**src/rtl/result_sram_arbiter.sv**
```systemverilog
// result_sram_arbiter: three-requester round-robin arbiter for a single-port result SRAM,
// with optional ownership locking bounded by BURST_MAX accepts.
//
// Ports:
//   clk, reset_n                        clock, asynchronous active-low reset
//   req_valid/req_we/req_lock [2:0]     per-requester request, write select, lock hold
//   req_addr  [3*ADDR_W-1:0]            requester i address at [i*ADDR_W +: ADDR_W]
//   req_wdata [3*DATA_W-1:0]            requester i write data at [i*DATA_W +: DATA_W]
//   req_gnt   [2:0]                     combinational one-hot-or-zero grant
//   rsp_valid [2:0], rsp_data           read return, two cycles after the accept edge
//   dut__tb__sram_result_write_*        registered SRAM write port
//   dut__tb__sram_result_read_address   registered SRAM read address
//   tb__dut__sram_result_read_data      SRAM read data, one cycle after the address
module result_sram_arbiter #(
  parameter int unsigned ADDR_W    = 16,
  parameter int unsigned DATA_W    = 32,
  parameter int unsigned BURST_MAX = 16
) (
  input  logic                  clk,
  input  logic                  reset_n,
  input  logic [2:0]            req_valid,
  input  logic [2:0]            req_we,
  input  logic [2:0]            req_lock,
  input  logic [3*ADDR_W-1:0]   req_addr,
  input  logic [3*DATA_W-1:0]   req_wdata,
  output logic [2:0]            req_gnt,
  output logic [2:0]            rsp_valid,
  output logic [DATA_W-1:0]     rsp_data,
  output logic                  dut__tb__sram_result_write_enable,
  output logic [ADDR_W-1:0]     dut__tb__sram_result_write_address,
  output logic [DATA_W-1:0]     dut__tb__sram_result_write_data,
  output logic [ADDR_W-1:0]     dut__tb__sram_result_read_address,
  input  logic [DATA_W-1:0]     tb__dut__sram_result_read_data
);

  localparam logic [0:0] StIdle   = 1'b0;
  localparam logic [0:0] StLocked = 1'b1;

  localparam logic [7:0] BurstMax = 8'(BURST_MAX);

  function automatic logic [1:0] inc3(input logic [1:0] v);
    return (v == 2'd2) ? 2'd0 : v + 2'd1;
  endfunction

  logic [0:0]        state_q, state_d;
  logic [1:0]        owner_q, owner_d;
  logic [1:0]        rr_ptr_q, rr_ptr_d;
  logic [7:0]        burst_cnt_q, burst_cnt_d;
  logic              we_q, we_d;
  logic [ADDR_W-1:0] waddr_q, waddr_d;
  logic [DATA_W-1:0] wdata_q, wdata_d;
  logic [ADDR_W-1:0] raddr_q, raddr_d;
  // One-hot requester tags for reads in flight: stage 1 while the SRAM samples the address,
  // stage 2 while the SRAM data is on the bus.
  logic [2:0]        tag1_q, tag1_d;
  logic [2:0]        tag2_q, tag2_d;
  logic [2:0]        rsp_valid_q, rsp_valid_d;
  logic [DATA_W-1:0] rsp_data_q, rsp_data_d;

  logic [2:0]        gnt;
  logic              acc;
  logic [1:0]        sel;
  logic [1:0]        c0, c1, c2;
  logic [2:0]        owner_mask;
  logic              others_valid;
  logic [7:0]        cnt_inc;
  logic [ADDR_W-1:0] addr_sel;
  logic [DATA_W-1:0] wdata_sel;

  // Grant selection.
  always_comb begin
    gnt = '0;
    c0  = rr_ptr_q;
    c1  = inc3(rr_ptr_q);
    c2  = inc3(c1);
    if (state_q == StIdle) begin
      if (req_valid[c0]) begin
        gnt[c0] = 1'b1;
      end else if (req_valid[c1]) begin
        gnt[c1] = 1'b1;
      end else if (req_valid[c2]) begin
        gnt[c2] = 1'b1;
      end
    end else begin
      gnt[owner_q] = req_valid[owner_q];
    end
  end

  assign req_gnt = gnt;
  assign acc     = |gnt;
  assign sel     = gnt[1] ? 2'd1 : (gnt[2] ? 2'd2 : 2'd0);

  assign owner_mask   = 3'b001 << owner_q;
  assign others_valid = |(req_valid & ~owner_mask);
  assign cnt_inc      = (burst_cnt_q >= BurstMax) ? BurstMax : burst_cnt_q + 8'd1;

  assign addr_sel  = req_addr[sel*ADDR_W +: ADDR_W];
  assign wdata_sel = req_wdata[sel*DATA_W +: DATA_W];

  // Arbitration state.
  always_comb begin
    state_d     = state_q;
    owner_d     = owner_q;
    burst_cnt_d = burst_cnt_q;
    rr_ptr_d    = rr_ptr_q;
    if (acc) begin
      rr_ptr_d = inc3(sel);
    end
    if (state_q == StIdle) begin
      if (acc && req_lock[sel]) begin
        state_d     = StLocked;
        owner_d     = sel;
        burst_cnt_d = 8'd1;
      end
    end else begin
      if (acc) begin
        burst_cnt_d = cnt_inc;
        // The accept that reaches the burst limit while someone else waits is the last one.
        if (!req_lock[owner_q] || ((cnt_inc == BurstMax) && others_valid)) begin
          state_d     = StIdle;
          burst_cnt_d = 8'd0;
        end
      end else if (!req_lock[owner_q]) begin
        state_d     = StIdle;
        burst_cnt_d = 8'd0;
      end
    end
  end

  // SRAM port and read-return pipeline.
  always_comb begin
    we_d        = acc & req_we[sel];
    waddr_d     = waddr_q;
    wdata_d     = wdata_q;
    raddr_d     = raddr_q;
    tag1_d      = 3'b000;
    tag2_d      = tag1_q;
    rsp_valid_d = tag2_q;
    rsp_data_d  = rsp_data_q;
    if (we_d) begin
      waddr_d = addr_sel;
      wdata_d = wdata_sel;
    end
    if (acc && !req_we[sel]) begin
      raddr_d = addr_sel;
      tag1_d  = gnt;
    end
    if (|tag2_q) begin
      rsp_data_d = tb__dut__sram_result_read_data;
    end
  end

  always_ff @(posedge clk or negedge reset_n) begin
    if (!reset_n) begin
      state_q     <= StIdle;
      owner_q     <= 2'd0;
      rr_ptr_q    <= 2'd0;
      burst_cnt_q <= 8'd0;
      we_q        <= 1'b0;
      waddr_q     <= '0;
      wdata_q     <= '0;
      raddr_q     <= '0;
      tag1_q      <= 3'b000;
      tag2_q      <= 3'b000;
      rsp_valid_q <= 3'b000;
      rsp_data_q  <= '0;
    end else begin
      state_q     <= state_d;
      owner_q     <= owner_d;
      rr_ptr_q    <= rr_ptr_d;
      burst_cnt_q <= burst_cnt_d;
      we_q        <= we_d;
      waddr_q     <= waddr_d;
      wdata_q     <= wdata_d;
      raddr_q     <= raddr_d;
      tag1_q      <= tag1_d;
      tag2_q      <= tag2_d;
      rsp_valid_q <= rsp_valid_d;
      rsp_data_q  <= rsp_data_d;
    end
  end

  assign rsp_valid                          = rsp_valid_q;
  assign rsp_data                           = rsp_data_q;
  assign dut__tb__sram_result_write_enable  = we_q;
  assign dut__tb__sram_result_write_address = waddr_q;
  assign dut__tb__sram_result_write_data    = wdata_q;
  assign dut__tb__sram_result_read_address  = raddr_q;

endmodule

```
**config.mk**
```make
export PLATFORM = sky130hd
export DESIGN_NAME = result_sram_arbiter
export DESIGN_NICKNAME = d
export VERILOG_FILES = /design/src/rtl/result_sram_arbiter.sv
export SDC_FILE = /design/constraint.sdc
export NUM_CORES = 1
export LEC_CHECK = 0
export ABC_AREA = 1
export CAP_MARGIN = 40
export CORE_ASPECT_RATIO = 1.5
export CORE_MARGIN = 8
export CORE_UTILIZATION = 40
export CTS_BUF_LIST = sky130_fd_sc_hd__clkbuf_4 sky130_fd_sc_hd__clkbuf_8
export CTS_CLUSTER_DIAMETER = 80
export DETAILED_ROUTE_END_ITERATION = 8
export GPL_TIMING_DRIVEN = 0
export PLACE_DENSITY = 0.77
export SETUP_SLACK_MARGIN = 0.4
export SYNTH_ARGS = -nofsm -noshare
export SYNTH_HDL_FRONTEND = slang
export SYNTH_SLANG_ARGS = --single-unit
```
**constraint.sdc**
```tcl
create_clock -name clk -period 2.4 [get_ports clk]
set_input_delay 0.36 -clock clk [delete_from_list [all_inputs] [get_ports clk]]
set_output_delay 0.36 -clock clk [all_outputs]
set_load 0.02 [all_outputs]
```
# --- Word-level counts from Yosys, hierarchy flattened ---
# Index checks and enable logic that the tools add are counted.
totals:
  elab_cells: 98
  out_inout_bits: 103
  input_bits: 187
  reg_bits: 119
op_classes:
  magnitude_cmp: 10
  n_reduce_logical: 16
  n_shift: 3
  n_bitwise: 5
  n_addsub: 4
  n_mux: 43
  n_eq_ne: 5
op_table:
  columns: ["op", "n"]
  rows:
  - ["96-bit by 8-bit variable part select with 32-bit output", 1]
  - ["8-bit 2-to-1 mux", 6]
  - ["48-bit by 7-bit variable part select with 16-bit output", 1]
  - ["1-bit 2-to-1 mux", 16]
  - ["2-bit by 3-bit < comparator with 1-bit output, second input constant", 5]
  - ["3-bit 2-to-1 mux", 5]
  - ["1-bit binary-select mux with 2-bit select", 7]
  - ["2-bit 2-to-1 mux", 5]
  - ["3-bit OR reduction", 3]
  - ["8-bit by 1-bit adder with 8-bit output, second input constant", 1]
  - ["1-bit demux with 2-bit select", 4]
  - ["8-bit by 5-bit equality test with 1-bit output, second input constant", 1]
  - ["2-bit by 1-bit greater-or-equal comparator with 1-bit output, second input constant", 4]
  - ["8-bit by 5-bit greater-or-equal comparator with 1-bit output, second input constant", 1]
  - ["1-bit logical AND", 7]
  - ["2-bit by 1-bit adder with 2-bit output, second input constant", 3]
  - ["3-bit bitwise AND", 2]
  - ["2-bit equality test, second input constant", 3]
  - ["2-bit AND reduction", 2]
  - ["3-bit != test, second input constant", 1]
  - ["3-bit NOT", 1]
  - ["1-bit by 2-bit << shifter with 3-bit output, first input constant", 1]
  - ["1-bit logical NOT", 2]
  - ["2-bit nonzero test", 1]
  - ["other kinds (3)", 3]

# --- Longest topological paths before layout ---
# Gate-level depths: netlist of the first run.
depth:
  depth_word: 19
  depth_mapped: 17
  mapped_depth_nobuf: 15

# --- Worst setup path before layout of the first run ---
# No wires, ideal clock.
synth_timing:
  path_kind: "reg2reg"
  startpoint: "reg rr_ptr_q[0], in the netlist c0[0]"
  endpoint: "reg wdata_q[21], in the netlist dut__tb__sram_result_write_data[21]"
  setup_ns: 0.117
  path_stages_with_launch: 17
  required_ns: 2.283
  arrival_time_ns: 1.643
  path_buffers: 2
  slack_ns: 0.639
  period_less_slack_ns: 1.761
  cell_sequence: "dfrtp_1 > inv_2 > nand2_1 > nand2_1 > nand2_1 > nand3_1 > nand2_1 > nand2_1 > nand2_4 > nor2_4 > nand2_1 > nand2_2 > nand2_2 > buf_6 > buf_6 > nand2_1 > nand2_1"
synth_between:
  elab_chain_cells: 17
  elab_cells_between_ends: 38
  cone_classes: "2 x add/sub; 6 x order compare; 2 x eq/ne; 1 x shift; 22 x mux; 1 x bitwise; 4 x reduce/logical"
synth_lines:
  columns: ["element", "line", "rtl"]
  rows:
  - ["from (decl)", "47", "logic [1:0] rr_ptr_q, rr_ptr_d;"]
  - ["from (signal assigned)", "170", "rr_ptr_q <= rr_ptr_d;"]
  - ["2-bit by 1-bit adder with 2-bit output or 2-bit equality test (tied branches)", "42", "return (v == 2'd2) ? 2'd0 : v + 2'd1;"]
  - ["2-bit 2-to-1 mux", "42", null]
  - ["2-bit by 1-bit adder with 2-bit output or 2-bit equality test (tied branches)", "42", null]
  - ["2-bit 2-to-1 mux", "42", null]
  - ["2-bit by 3-bit < comparator with 1-bit output (implied by the code) or 2-bit by 1-bit greater-or-equal comparator with 1-bit output (tied branches)", "82", "gnt[c2] = 1'b1;"]
  - ["1-bit logical AND (implied by the code)", "82", null]
  - ["1-bit 2-to-1 mux (implied by the code)", "82", null]
  - ["1-bit demux with 2-bit select", "82", null]
  - ["3-bit 2-to-1 mux", "81", "end else if (req_valid[c2]) begin"]
  - ["3-bit 2-to-1 mux", "79", "end else if (req_valid[c1]) begin"]
  - ["3-bit 2-to-1 mux *", "77", "if (req_valid[c0]) begin"]
  - ["3-bit 2-to-1 mux *", "76", "if (state_q == StIdle) begin"]
  - ["parallel branches: the longest is 5 deep, another holds 96-bit by 8-bit variable part select with 32-bit output", null, null]
  - ["to (signal assigned)", "174", "wdata_q <= wdata_d;"]
  - ["to (decl)", "51", "logic [DATA_W-1:0] wdata_q, wdata_d;"]
# Mark *: on every way between the ends. The select of a mux whose other input is x is not followed.
# A chain may end at the register's enable or synchronous reset.

# --- Worst setup path after layout of the first run ---
layout_timing:
  startpoint: "reg rr_ptr_q[0], in the netlist c0[0]"
  endpoint: "out req_gnt[1]"
layout_between:
  elab_chain_cells: 12
  elab_cells_between_ends: 31
  cone_classes: "2 x add/sub; 6 x order compare; 2 x eq/ne; 18 x mux; 3 x reduce/logical"
layout_lines:
  columns: ["element", "line", "rtl"]
  rows:
  - ["2-bit by 1-bit adder with 2-bit output or 2-bit equality test (tied branches)", "42", null]
  - ["2-bit 2-to-1 mux", "42", null]
  - ["2-bit by 1-bit adder with 2-bit output or 2-bit equality test (tied branches)", "42", null]
  - ["2-bit 2-to-1 mux", "42", null]
  - ["2-bit by 3-bit < comparator with 1-bit output (implied by the code) or 2-bit by 1-bit greater-or-equal comparator with 1-bit output (tied branches)", "82", null]
  - ["1-bit logical AND (implied by the code)", "82", null]
  - ["1-bit 2-to-1 mux (implied by the code)", "82", null]
  - ["1-bit demux with 2-bit select", "82", null]
  - ["3-bit 2-to-1 mux", "81", null]
  - ["3-bit 2-to-1 mux", "79", null]
  - ["3-bit 2-to-1 mux *", "77", null]
  - ["3-bit 2-to-1 mux *", "76", null]
  - ["to (decl)", "26", "output logic [2:0] req_gnt,"]
# Every way passes the cells marked *; elsewhere a longest branch is shown, timed or not. The select of a mux whose other input is x is not followed.

==> metrics, run 1 <==
final total power 15.50 mW; 1st-iter DRT viols about 280; # DRC 0; first-pass GRT wire length 32400 µm; vias per cell 4.838; hold_sp tag1_q[2]; Worst Tran Pin Value around 0.60 ns; post-detail-place hpwl 16110 µm; ANT nets after route 0; routed len/inst approximately 17 µm; Critical R2R Capture dut__tb__sram_result_write_address[8]; Syn Nets 898; cells on worst reg2reg path 17; share of layout cells above drive strength 1 0.1592; pin count of the biggest net entering global routing 67; Initial Util 0.4093; Seq/Total Area, Yosys 0.5200; routed via count approximately 6.0k; endpoints failing hold 0; H-tree Lvls 4; WP data arrival 1.77 ns; startpoint class of the critical path flop; Post-Synthesis Cells 709; std cell rows between 50 and 60; Ports 290; vias in the first global route 6159; slew margin rel. 0.5974; CP required 2.04 ns; cell taking the most area after synthesis dfrtp_1; Final Util 0.7088; Period minus WS final 2.126 ns; Skew-Pair Late Insertion Delay 0.43 ns; Placer Congestion ~0.85; # setup viols final 0; number of fillers in the final layout around 1.1k; Syn. warnings 0; die height 162.5 µm; post-synth top area share 0.5200; max-slew violation count 0; Layout Area Growth over Synthesis 73.19%; FF-to-FF Start c0[0]; kind of critical path reg2out; synthesized area 0.005727 mm²; Total Routing Usage GR 0.2254; Clock Pin Slew Worst Setup and Hold Paths around 0.070 ns; critical-path maximum fanout 4; outcome complete, no violations; P_leak between 4 and 5 nW; FF-to-FF setup slack between 0.3 and 0.4 ns; Clock Skew 0.01251 ns; Clock Path Buffers 2; CP Capture Type output port; CTS Sinks 119; die area 0.01848 mm²; area of the core around 0.014 mm²; grt total ovfl 0; final net count 1231; CTS tree yes; HP Class reg2reg; initial antenna violation count 0; n_diodes 0; RSZ-0062 raised after global routing yes; hold path endpoint rsp_valid_d[2]; clk root buf clkbuf_8; DRT Pass-1 Iters 5; Hold Path Depth 0; post-synthesis cell type count 26; PortBufs just under 300; Syn Area/Cell a little over 8 µm²; Num CTS Buffers 17; Yosys reg bits roughly 120; synth top area cells dfrtp_1 (52%), nand2_1 (21%), nand3_1 (10%); maximum vdd ir drop 853.0 µV; power per cell area ~1600 mW/mm²; Max-Cap Viols 0; Die Wd ~110 µm; final period utilization 0.8857; maximum clock frequency about 0.47 GHz; WL final approximately 21000 µm
==> flip-flops by register name (all words and copies together) (netlist names) <==
register and flops:
rsp_valid_d 3, dut__tb__sram_result_write_address 16, dut__tb__sram_result_write_enable 1, c0 2
owner_q 2, dut__tb__sram_result_read_address 16, state_q 1, rsp_valid 3
dut__tb__sram_result_write_data 32, burst_cnt_q 8, tag1_q 3, rsp_data 32
==> synth_stat cells, drive strengths merged <==
cell,count
clkbuf,10
nand2,331
buf,27
o21ai,6
o2111ai,2
o22ai,2
a21boi,1
a21o,1
nand3,120
a21oi,3
nor2,23
nand4,2
nor3,1
ha,2
dfrtp,119
inv,27
mux2,32
==> report_power, final <==
group | switching, mW | internal (mW) | total (mW)
logic | 5.49 | 4.43 | 9.92
clock network | 0.862 | 1.22 | 2.08
registers | 0.526 | 2.97 | 3.50
total | 6.88 | 8.62 | 15.5
==> per-layer routing <==
layer  track usage  part of all wire
met1        0.2371              0.36
met2        0.4074              0.53
met3       0.07535             0.083
met4       0.07968             0.024
met5             0                 0
==> stage by stage <==
stage	std cells	hold WS [ns]	setup slack (ns)	area [µm²]	TNS (ns)
after floorplan	709	0.06441	0.6393	5727	0
after global placement	1190	0.3316	-3.727	8860	-453.87
after detailed placement	1191	0.3387	-0.7313	8889	-12.62
after CTS	1239	0.3539	0.2346	9714	0
after global routing	1247	0.3663	0.2037	9918	0
final	1247	0.3579	0.2743	9918	0
==> layout by cell type (no fill, tap or decap), types with 2 or more instances in the layout <==
cell type and n:
nand2_1 316, clkdlybuf4s50_1 282, dfrtp_1 117, nand3_1 106, mux2_2 32, buf_4 29, clkbuf_8 20, inv_1 19
nor2_1 18, buf_6 13, nand3_2 11, nand2_2 8, nand2_4 5, buf_8 5, o21ai_0 5, inv_6 5
inv_2 4, clkbuf_2 4, bufinv_16 4, nand3_4 3, a21oi_1 3, nor2_2 3, clkbuf_1 3, clkbuf_4 3
buf_1 3, clkinv_4 3, inv_4 2, nor2_4 2, nand2_8 2, o22ai_1 2, nand4_1 2, ha_1 2
dfrtp_2 2, dlymetal6s2s_1 2
==> kinds of logic after synthesis <==
kind of cell / synth area share
AND/OR/NAND/NOR: 0.3465
AO/OA/AOI/OAI: 0.01573
buffers and inverters: 0.05047
adder cells (fa/ha/maj): 0.004369
multiplexers: 0.06292
flip-flops: 0.5200
==> critical path, cell delays in order, from the launching register on <==
cell     delay [ns]
dfrtp_2        0.46
inv_4          0.10
nand2_2        0.05
nand2_2        0.06
nand2_2        0.06
nand3_2        0.06
nand2_2        0.05
nand2_2        0.09
nand2_4        0.07
buf_8          0.12
buf_6          0.10
buf_6          0.12
==> repair_timing <==
item                                   CTS  global route
setup buffers                           14             8
hold buffers                             1             0
endpoints found under the hold margin   53             0
gates resized for setup                 79            43
pin swaps                                7             7
setup endpoints to repair               73            82
gates cloned                             1             0
==> final cells by class <==
cell class	count	area, µm²	area share
clock buffer	20	269.0	0.02712
multi-input combinational	526	2634	0.2655
buffer	37	334.1	0.03368
clock inverter	12	188.9	0.01905
inverter	27	118.9	0.01198
timing repair buffer	314	3153	0.3179
sequential	119	2980	0.3005
tap	192	240.2	0.02422
==> worst max path at each step <==
| stage | slack, ns | cells after the start | end | startpoint |
|---|---|---|---|---|
| finish | 0.27 | 11 | req_gnt[1] | c0[0] |
| global route | 0.20 | 11 | req_gnt[1] | c0[0] |
| CTS | 0.23 | 11 | req_gnt[1] | c0[0] |
| detailed placement | -0.73 | 10 | req_gnt[1] | req_valid[1] |
| global placement | -3.73 | 1 | owner_q[1] | reset_n |
| floorplan | 0.64 | 16 | dut__tb__sram_result_write_data[21] | c0[0] |
(Power assumes the default switching activity.)
==> run 2: changes to the inputs <==
Settings changed: CORE_UTILIZATION 40 to 42, PLACE_DENSITY 0.77 to 0.81.
==> metrics, run 2 (synthesis results as in run 1) <==
most common cell after layout, fill and taps aside nand2_1; most frequent cells in the layout nand2_1 (287), clkdlybuf4s50_1 (283), dfrtp_1 (118); Worst Tran Pin Value 0.6159 ns (+0.01198 ns); final period utilization 0.9254 (+0.03965); # setup viols final 0 (unchanged); CTS Sinks 119 (unchanged); initial antenna violation count 1 (+1); CP Capture Type flop; WL final 23030 µm (+8.5%); CP max stage delay 0.56 ns (+0.10 ns); first-pass GRT wire length 33200 µm (+2.5%); Num CTS Buffers 17 (unchanged); critical-path maximum fanout 7 (+3); post-detail-place hpwl 16250 µm (+0.87%); startpoint class of the critical path input pin; DRT Pass-1 Iters 5 (unchanged); sequential share of power 0.208 (-0.018); cell area after placement 0.008851 mm² (-0.42%); 1st-iter DRT viols 355 (+28%); Combinational Power Share 0.685 (+0.045); max-slew violation count 0 (unchanged); vias per cell 5.160 (+6.7%); Initial Util 0.4273 (+0.01800); Clock Pin Slew Worst Setup and Hold Paths 0.07 ns (about the same); outcome complete, no violations; Hold Path Depth 0 (unchanged); net switching power 7.608 mW (+11%); Die Wd 111.3 µm (-2.1%); Inst Count DP 1161 (-2.5%); kind of critical path in2reg; share of layout cells above drive strength 1 0.2280 (+0.06871); Sequential cell area 0.002979 mm² (about the same); Period minus WS final 2.221 ns (+0.09515 ns); vias in the first global route 6186 (+0.44%); most used cell along the critical path nand2_1; maximum clock frequency 0.4503 GHz (-4.3%); maximum vdd ir drop 710.5 µV (-17%); GRT Max-Usage Layer met2; HP Class reg2reg; endpoints failing hold 0 (unchanged); area of the core 0.01340 mm² (-4.2%); n_diodes 0 (unchanged); final total power 16.93 mW (+9.2%); std cell rows 52 (-1.9%); PortBufs 289 (unchanged); Final Util 0.7788 (+0.07000); hold_sp tag1_q[0]; cells on worst reg2reg path 17 (unchanged); Clock Path Buffers 2 (unchanged); GR Layer Usage met2 0.4154 (+0.008008); clock network power share 0.107 (-0.027); number of fillers in the final layout 910 (-17%); Ports 290 (unchanged); die area 0.01770 mm² (-4.2%); Placer Congestion 0.8927 (+4.6%); Multi-input gate area 0.002952 mm² (+12%); ANT nets after route 0 (unchanged); slowest cell on the critical path clkdlybuf4s50_1; FF-to-FF setup slack 0.21 ns (-0.13 ns); post-route cell area 0.01044 mm² (+5.2%); WP data arrival 2.54 ns (+0.77 ns); switch share 0.4494 (+0.005747); die height 159.0 µm (-2.2%); final net count 1242 (+0.89%); CP cell instances clkdlybuf4s50_1, nand2_1, nand2_1, nand2_1, nand3_1, nand2_1, nand2_2, nand2_4, buf_12, nor2_4, nand2_4, buf_4, nand3_4, inv_8, clkbuf_16, nand2_1, nand2_1; Total Routing Usage GR 0.2336 (+0.008188); routed len/inst 18.76 µm (+10%); P_leak 4.976 nW (+5.5%); met3 Usage GRT 0.06637 (-0.008988); routed via count 6337 (+5.0%); Clock Skew 0.01064 ns (-0.001871 ns); CTS tree yes; H-tree Lvls 4 (unchanged); P_int 9.322 mW (+8.1%); Layout Area Growth over Synthesis 82.28%; clk root buf clkbuf_8; pin count of the biggest net entering global routing 67 (unchanged); hold path endpoint rsp_valid_d[0]; Max-Cap Viols 0 (unchanged); Post-Layout Cell Count 1228 (-1.5%); Skew-Pair Late Insertion Delay 0.43 ns (about the same); Critical R2R Capture dut__tb__sram_result_read_address[8]; met1 GRT Util 0.2502 (+0.01314); RSZ-0062 raised after global routing yes; slew margin rel. 0.5894 (-0.007989); CP required 2.72 ns (+0.68 ns); grt total ovfl 0 (unchanged); # DRC 0 (unchanged); FF-to-FF Start c0[0]; power per cell area 1622 mW/mm² (+3.8%); WHS 0.3472 ns (-0.01073 ns)
==> run 2: cell count changes in the layout (fill, tap and decap cells not counted), sizes merged, moves of 2 or more <==
cell,previous run,this run
buf,53,56
bufinv,4,2
inv,31,29
clkinv,3,8
dlymetal6s2s,2,0
clkbuf,31,38
==> run 2: stage by stage <==
stage / worst slack (ns) / setup TNS (ns)
3_5_place_dp: -0.7489 / -12.40
2_1_floorplan: 0.6393 / 0
6_report: 0.1791 / 0
3_3_place_gp: -3.666 / -445.77
5_1_grt: 0.1039 / 0
4_1_cts: 0.3007 / 0
==> run 2: cell type report <==
type / instances / area share
Buffer: 37 / 0.03740
Clock buffer: 18 / 0.02373
Clock inverter: 14 / 0.01450
Inverter: 27 / 0.01067
Multi-Input combinational cell: 526 / 0.2828
Sequential cell: 119 / 0.2854
Tap cell: 162 / 0.01942
Timing Repair Buffer: 325 / 0.3261
==> run 2: critical path: cells and delay by family <==
family	cells	cell delay [ns]
and+or+nand+nor	12	1.09
buffers and inverters	5	1.08
==> run 2: metal layers <==
layer | up-vias | wire [µm]
met5 | - | 13
met4 | 2 | 862
met3 | 51 | 1577
met2 | 290 | 12520
met1 | 3032 | 8058
li1 | 2962 | -
==> run 2: how the worst max path moves through the flow <==
| stage | from | to |
|---|---|---|
| after floorplan | c0[0] | dut__tb__sram_result_write_data[21] |
| after global routing | c0[0] | dut__tb__sram_result_write_address[1] |
| after CTS | c0[0] | req_gnt[1] |
| final | req_valid[0] | dut__tb__sram_result_read_address[8] |
| after detailed placement | req_valid[1] | req_gnt[1] |
| after global placement | reset_n | rsp_data[19] |
==> run 2: power groups by stage <==
stage	combinational, mW	clock, mW	sequential [mW]
2_1_floorplan	4.01	0	4.45
3_3_place_gp	8.41	0	3.46
3_5_place_dp	8.53	0	3.51
4_1_cts	9.05	1.85	3.48
5_1_grt	12.4	1.93	3.62
6_report	11.6	1.81	3.52
==> run 2: repair_timing <==
item                                    4_1_cts  5_1_grt
cloned                                        0       10
pin swaps                                     6       35
hold endpoints to repair                     53        0
endpoints found under the setup margin       74       81
gates resized for setup                      53      179
buffers inserted                              9       15
hold buffers                                  1        0
==> run 3: changes to the inputs <==
Settings changed: TNS_END_PERCENT from default to 100.
==> results of run 3 <==
The final DEF is identical to that of run 2; final timing and power are the same.
